File: src/rtl/pipe_ctrl.sv
// Pipeline hazard controller: load-use bubbles, multi-cycle EXE stalls with timeout,
// and branch/jump redirect with a multi-cycle flush window.
module pipe_ctrl #(
    parameter int unsigned FLUSH_CYCLES = 2,
    parameter int unsigned EXE_TIMEOUT  = 64
) (
    input  logic        clk_i,
    input  logic        rst_i,
    input  logic [4:0]  id_reg1_raddr_i,
    input  logic [4:0]  id_reg2_raddr_i,
    input  logic        id_reg1_re_i,
    input  logic        id_reg2_re_i,
    input  logic [4:0]  exe_reg_waddr_i,
    input  logic        exe_reg_we_i,
    input  logic        exe_is_load_i,
    input  logic        exe_mc_start_i,
    input  logic        exe_mc_done_i,
    input  logic        jump_req_i,
    input  logic [31:0] jump_addr_i,
    output logic [4:0]  stall_o,
    output logic [1:0]  bubble_o,
    output logic        flush_o,
    output logic        pc_we_o,
    output logic [31:0] pc_o,
    output logic        err_o,
    output logic [15:0] stall_cnt_o,
    output logic [1:0]  state_dbg_o
);

    typedef enum logic [1:0] {
        ST_RUN      = 2'd0,
        ST_EXE_WAIT = 2'd1,
        ST_FLUSH    = 2'd2
    } state_e;

    localparam logic [1:0] FLUSH_INIT = 2'(FLUSH_CYCLES - 1);
    localparam logic [7:0] WAIT_LAST  = 8'(EXE_TIMEOUT - 1);

    localparam logic [4:0] STALL_NONE = 5'b00000;
    localparam logic [4:0] STALL_LU   = 5'b00011;
    localparam logic [4:0] STALL_MC   = 5'b00111;

    state_e      state_q, state_d;
    logic [1:0]  flush_cnt_q, flush_cnt_d;
    logic [7:0]  wait_cnt_q, wait_cnt_d;
    logic        err_q, err_d;
    logic [15:0] stall_cnt_q, stall_cnt_d;
    logic        load_use;

    assign load_use = exe_is_load_i && exe_reg_we_i && (exe_reg_waddr_i != 5'd0) &&
                      ((id_reg1_re_i && (id_reg1_raddr_i == exe_reg_waddr_i)) ||
                       (id_reg2_re_i && (id_reg2_raddr_i == exe_reg_waddr_i)));

    always_ff @(posedge clk_i or negedge rst_i) begin
        if (!rst_i) begin
            state_q     <= ST_RUN;
            flush_cnt_q <= 2'd0;
            wait_cnt_q  <= 8'd0;
            err_q       <= 1'b0;
            stall_cnt_q <= 16'd0;
        end else begin
            state_q     <= state_d;
            flush_cnt_q <= flush_cnt_d;
            wait_cnt_q  <= wait_cnt_d;
            err_q       <= err_d;
            stall_cnt_q <= stall_cnt_d;
        end
    end

    // While rst_i is low every combinational output is forced to its idle value.
    always_comb begin
        state_d     = state_q;
        flush_cnt_d = flush_cnt_q;
        wait_cnt_d  = wait_cnt_q;
        err_d       = err_q;
        stall_o     = STALL_NONE;
        bubble_o    = 2'b00;
        flush_o     = 1'b0;
        pc_we_o     = 1'b0;
        pc_o        = 32'd0;

        if (rst_i) begin
            unique case (state_q)
                ST_RUN: begin
                    if (jump_req_i) begin
                        flush_o = 1'b1;
                        pc_we_o = 1'b1;
                        pc_o    = jump_addr_i;
                        if (FLUSH_CYCLES > 1) begin
                            state_d     = ST_FLUSH;
                            flush_cnt_d = FLUSH_INIT;
                        end
                    end else if (exe_mc_start_i) begin
                        stall_o    = STALL_MC;
                        bubble_o   = 2'b10;
                        state_d    = ST_EXE_WAIT;
                        wait_cnt_d = 8'd0;
                    end else if (load_use) begin
                        stall_o  = STALL_LU;
                        bubble_o = 2'b01;
                    end
                end

                ST_FLUSH: begin
                    flush_o = 1'b1;
                    if (flush_cnt_q <= 2'd1) begin
                        state_d     = ST_RUN;
                        flush_cnt_d = 2'd0;
                    end else begin
                        flush_cnt_d = flush_cnt_q - 2'd1;
                    end
                end

                ST_EXE_WAIT: begin
                    // Done wins over timeout when both land on the same cycle.
                    if (exe_mc_done_i) begin
                        state_d = ST_RUN;
                    end else if (wait_cnt_q == WAIT_LAST) begin
                        err_d   = 1'b1;
                        state_d = ST_RUN;
                    end else begin
                        stall_o    = STALL_MC;
                        bubble_o   = 2'b10;
                        wait_cnt_d = wait_cnt_q + 8'd1;
                    end
                end

                default: begin
                    state_d = ST_RUN;
                end
            endcase
        end
    end

    always_comb begin
        stall_cnt_d = stall_cnt_q;
        if (stall_o[0] && (stall_cnt_q != 16'hFFFF)) begin
            stall_cnt_d = stall_cnt_q + 16'd1;
        end
    end

    assign err_o       = err_q;
    assign stall_cnt_o = stall_cnt_q;
    assign state_dbg_o = state_q;

endmodule
File: config.mk
export PLATFORM = sky130hd
export DESIGN_NAME = pipe_ctrl
export DESIGN_NICKNAME = d
export VERILOG_FILES = /design/src/rtl/pipe_ctrl.sv
export SDC_FILE = /design/constraint.sdc
export NUM_CORES = 1
export LEC_CHECK = 0
export ABC_AREA = 1
export BUFFER_PORTS_ARGS = -buffer_cell sky130_fd_sc_hd__buf_2
export CAP_MARGIN = 25
export CORE_MARGIN = 2
export CORE_UTILIZATION = 29
export CTS_BUF_LIST = sky130_fd_sc_hd__clkbuf_8 sky130_fd_sc_hd__clkbuf_16
export DETAILED_ROUTE_END_ITERATION = 8
export PLACE_DENSITY = 0.55
export SYNTH_ARGS = -nofsm -noshare
export SYNTH_HDL_FRONTEND = slang
export SYNTH_SLANG_ARGS = --single-unit
File: constraint.sdc
create_clock -name clk_i -period 2 [get_ports clk_i]
set_input_delay 0.4 -clock clk_i [delete_from_list [all_inputs] [get_ports clk_i]]
set_output_delay 0.4 -clock clk_i [all_outputs]
set_load 0.1 [all_outputs]
==> impl_metrics.xml <==
<?xml version="1.0" encoding="UTF-8"?>
<metrics>
  <group name="run_status">
    <metric name="outcome" unit="">complete, but fails checks</metric>
    <metric name="violations" unit="">setup timing</metric>
  </group>
  <group name="synth">
    <metric name="post_synth.cell_area_avg" unit="um2">6.32</metric>
    <metric name="yosysWarningCount" unit="">0</metric>
    <metric name="ys_seq_elements" unit="">29</metric>
    <metric name="mappedNetlistArea" unit="um2">2320</metric>
    <metric name="library_cells_used_by_synthesis" unit="">31</metric>
    <metric name="synth_sequential_area_ratio" unit="">0.312</metric>
    <metric name="post_synth_inst_count" unit="">368</metric>
  </group>
  <group name="worst_setup_path">
    <metric name="critical_path.max_fanout" unit="">8</metric>
    <metric name="end_kind" unit="">output pin</metric>
    <metric name="setup.worst_path.start_class" unit="">flip-flop</metric>
    <metric name="critPathRequiredTime" unit="ns">1.60</metric>
    <metric name="critPathKind" unit="">reg2out</metric>
    <metric name="worstPathArrival" unit="ns">1.74</metric>
  </group>
  <group name="power_and_ir_drop">
    <metric name="internal_power" unit="W">0.00160</metric>
    <metric name="static-leakage-power" unit="nW">2.13</metric>
    <metric name="switching_share" unit="">0.538</metric>
    <metric name="power.net_switching" unit="W">0.00186</metric>
    <metric name="pwr_density_cell" unit="nW/um2">810</metric>
    <metric name="pwr-share-comb" unit="">0.632</metric>
    <metric name="power_frac_clock" unit="">0.139</metric>
    <metric name="irDropWorstVdd" unit="uV">888</metric>
    <metric name="power.share.sequential" unit="">0.229</metric>
  </group>
  <group name="layout">
    <metric name="final_net_count" unit="">569</metric>
    <metric name="syn_to_final_growth" unit="%">84.0</metric>
    <metric name="post_route_cells_drive_above_1_share" unit="">0.461</metric>
    <metric name="antenna_cells_inserted" unit="">0</metric>
    <metric name="final_core_util" unit="">0.554</metric>
    <metric name="layout.cell_area.non_filler" unit="um2">4280</metric>
    <metric name="fin_cells" unit="">614</metric>
    <metric name="n_fill_cell" unit="">683</metric>
  </group>
  <group name="timing">
    <metric name="timing_max_transition_violations_final" unit="">0</metric>
    <metric name="final.period_utilization" unit="">1.07</metric>
    <metric name="finalSetupTns" unit="ns">-3.28</metric>
    <metric name="report.final.setup_viol" unit="">38</metric>
    <metric name="clock.fmax" unit="MHz">467</metric>
    <metric name="setup_slack" unit="ns">-0.140</metric>
    <metric name="timing_hold_violations_final" unit="">0</metric>
    <metric name="worst_skew" unit="ns">0.00625</metric>
    <metric name="rsz0062_at_grt" unit="">yes</metric>
    <metric name="whs" unit="ns">0.0371</metric>
    <metric name="final_period_minus_worst_setup_slack" unit="ns">2.14</metric>
  </group>
  <group name="clocking">
    <metric name="cts-root-buf" unit="">sky130_fd_sc_hd__clkbuf_8</metric>
    <metric name="cts_made_buffers" unit="">5</metric>
    <metric name="ctsLongestPathBuffers" unit="">2</metric>
    <metric name="clock_sink_count" unit="">29</metric>
    <metric name="clk-insertion-delay-late" unit="ns">0.28</metric>
    <metric name="hold_buffers" unit="">0</metric>
    <metric name="cts-htree-levels" unit="">2</metric>
    <metric name="cts.clk_slew.worst_paths" unit="ns">0.07</metric>
    <metric name="cts_tree" unit="">done</metric>
  </group>
  <group name="detailed_routing">
    <metric name="first_pass_iters" unit="">4</metric>
    <metric name="routed_wl" unit="um">7370</metric>
    <metric name="post-route-drc-count" unit="">0</metric>
    <metric name="route.detailed.vias_per_inst" unit="">4.35</metric>
    <metric name="dr.first_iter.drc_count" unit="">72</metric>
    <metric name="antenna_left" unit="">0</metric>
    <metric name="detailroute.via_count" unit="">2672</metric>
    <metric name="routedWlPerCell" unit="um">12.0</metric>
  </group>
  <group name="die">
    <metric name="row_count" unit="">32</metric>
    <metric name="floorplan.core_area" unit="um2">7730</metric>
    <metric name="die_y" unit="um">93.5</metric>
    <metric name="fp.dieW" unit="um">93.5</metric>
    <metric name="die_area" unit="um2">8750</metric>
    <metric name="initial_utilization" unit="">0.301</metric>
    <metric name="num_io_pins" unit="">116</metric>
  </group>
  <group name="global_routing">
    <metric name="first_pass_grt_wire_length" unit="um">12000</metric>
    <metric name="vias_in_the_first_global_route" unit="">2574</metric>
    <metric name="grt_start_max_net_pins" unit="">25</metric>
    <metric name="global_route_total_usage_across_every_layer" unit="">0.170</metric>
    <metric name="grt_antenna_before_repair" unit="">0</metric>
    <metric name="globalRouteOverflowTotal" unit="">0</metric>
  </group>
  <group name="flow_run">
    <metric name="drv_cap" unit="">0</metric>
  </group>
  <group name="placement">
    <metric name="port_buffers" unit="">113</metric>
    <metric name="dpl.hpwl" unit="um">5830</metric>
    <metric name="placedInstanceArea" unit="um2">3990</metric>
    <metric name="gpl_wtd_cong" unit="">0.875</metric>
    <metric name="place_inst" unit="">589</metric>
  </group>
  <group name="min_path">
    <metric name="hold_path.class" unit="">in2async</metric>
  </group>
</metrics>
worst max-delay path, cell delays in order, from the launching register on:
cell and delay [ns]:
sky130_fd_sc_hd__dfrtp_4 0.51, sky130_fd_sc_hd__nor2_4 0.12, sky130_fd_sc_hd__nand2_2 0.07, sky130_fd_sc_hd__nor2_4 0.15, sky130_fd_sc_hd__inv_8 0.06, sky130_fd_sc_hd__buf_12 0.13, sky130_fd_sc_hd__buf_12 0.14, sky130_fd_sc_hd__nor2_4 0.10
sky130_fd_sc_hd__buf_12 0.18
cells in the mapped netlist:
cell type / number / area [um2]
sky130_fd_sc_hd__a21oi_1: 4 / 20.0
sky130_fd_sc_hd__a31o_2: 1 / 8.76
sky130_fd_sc_hd__buf_1: 2 / 7.51
sky130_fd_sc_hd__buf_12: 1 / 20.0
sky130_fd_sc_hd__buf_2: 3 / 15.0
sky130_fd_sc_hd__buf_4: 4 / 30.0
sky130_fd_sc_hd__clkbuf_1: 1 / 3.75
sky130_fd_sc_hd__conb_1: 1 / 3.75
sky130_fd_sc_hd__dfrtp_1: 29 / 726
sky130_fd_sc_hd__ha_1: 2 / 25.0
sky130_fd_sc_hd__inv_1: 72 / 270
sky130_fd_sc_hd__inv_2: 2 / 7.51
sky130_fd_sc_hd__nand2_1: 89 / 334
sky130_fd_sc_hd__nand2_2: 11 / 68.8
sky130_fd_sc_hd__nand2_4: 2 / 22.5
sky130_fd_sc_hd__nand3_1: 33 / 165
sky130_fd_sc_hd__nand3_2: 1 / 10.0
sky130_fd_sc_hd__nand3b_1: 1 / 7.51
sky130_fd_sc_hd__nand3b_4: 1 / 20.0
sky130_fd_sc_hd__nand4_1: 3 / 18.8
sky130_fd_sc_hd__nand4_2: 1 / 12.5
sky130_fd_sc_hd__nor2_1: 67 / 251
sky130_fd_sc_hd__nor2_2: 2 / 12.5
sky130_fd_sc_hd__nor2_4: 1 / 11.3
sky130_fd_sc_hd__nor3_1: 6 / 30.0
sky130_fd_sc_hd__nor4_1: 1 / 6.26
sky130_fd_sc_hd__o211ai_1: 1 / 7.51
sky130_fd_sc_hd__o21ai_0: 7 / 35.0
sky130_fd_sc_hd__o21ai_4: 1 / 16.3
sky130_fd_sc_hd__xnor2_1: 3 / 26.3
sky130_fd_sc_hd__xor2_1: 15 / 131
metal layers:
layer / vias to the layer above / track usage / routed length (um) / share of wire
li1: 1378 / - / - / -
met1: 1239 / 0.203 / 2930 / 0.40
met2: 49 / 0.324 / 4130 / 0.56
met3: 6 / 0.0266 / 257 / 0.035
met4: 0 / 0.0278 / 57 / 0.0077
met5: - / 0 / 0 / 0
area by class of cell:
type	instances	area [um2]	share of cell area
Inverter	74	302	0.0705
Tap cell	102	128	0.0298
Timing Repair Buffer	146	1470	0.344
Sequential cell	29	756	0.177
Multi-Input combinational cell	255	1540	0.359
Clock buffer	5	68.8	0.0161
Clock inverter	3	17.5	0.00409
through the flow:
stage	worst slack [ns]	power (W)
finish	-0.140	0.00346
global route	-0.203	0.00363
CTS	-0.148	0.00349
detailed placement	0.0681	0.00288
global placement	0.116	0.00286
floorplan	-0.708	0.00233
placed cells by master (no fill, tap or decap), types with 6 or more instances in the layout:
master,count
sky130_fd_sc_hd__dfrtp_1,13
sky130_fd_sc_hd__buf_6,6
sky130_fd_sc_hd__nor2_4,37
sky130_fd_sc_hd__nor2_1,31
sky130_fd_sc_hd__inv_1,70
sky130_fd_sc_hd__dfrtp_2,12
sky130_fd_sc_hd__buf_2,74
sky130_fd_sc_hd__buf_4,23
sky130_fd_sc_hd__nand2_2,13
sky130_fd_sc_hd__o21ai_0,7
sky130_fd_sc_hd__nand2_1,87
sky130_fd_sc_hd__buf_12,43
sky130_fd_sc_hd__nand3_1,33
sky130_fd_sc_hd__xor2_1,15
timing repair:
action                                  CTS  global route
gates resized for setup                  12             7
endpoints found under the setup margin   34            38
endpoints found under the hold margin     0             0
setup buffers                            13             6
gates cloned                              1             0
pin swaps                                13             8
kinds of logic (layout without fill, tap and decap cells):
family / Yosys count / count (layout) / synth area share
buffers and inverters: 85 / 228 / 0.152
AOI/OAI and AO/OA: 14 / 14 / 0.0377
and+or+nand+nor: 219 / 219 / 0.418
DFF: 29 / 29 / 0.312
other: 1 / 2 / 0.00161
xor gates and xnor gates: 18 / 18 / 0.0678
adders and majority gates: 2 / 2 / 0.0108
flip-flops by register name (all words and copies together) (netlist names):
name / flops
wait_cnt_q: 8
state_dbg_o: 2
stall_cnt_o: 16
flush_cnt_q: 2
err_o: 1
final timing paths:
| check | startpoint | end | slack, ns | depth (start not counted) |
|---|---|---|---|---|
| setup / recovery | state_dbg_o[1] | pc_o[9] | -0.14 | 8 |
| hold / removal | rst_i | err_o | 0.04 | 2 |
| setup reg to reg | stall_cnt_o[0] | stall_cnt_o[10] | 0.27 | 7 |
| hold reg to reg | err_o | err_o | 0.48 | 1 |
| max in group asynchronous | rst_i | stall_cnt_o[1] | 1.41 | 3 |
| min in group clk_i | exe_mc_start_i | state_dbg_o[0] | 0.47 | 3 |
power groups by stage:
stage	Sequential, W	Clock, W	Combinational, W
global route	0.000810	0.000519	0.00230
CTS	0.000791	0.000489	0.00221
finish	0.000794	0.000481	0.00219
floorplan	0.00116	0	0.00117
global placement	0.000797	0	0.00206
detailed placement	0.000799	0	0.00208
Power figures use the tool's default switching activity.
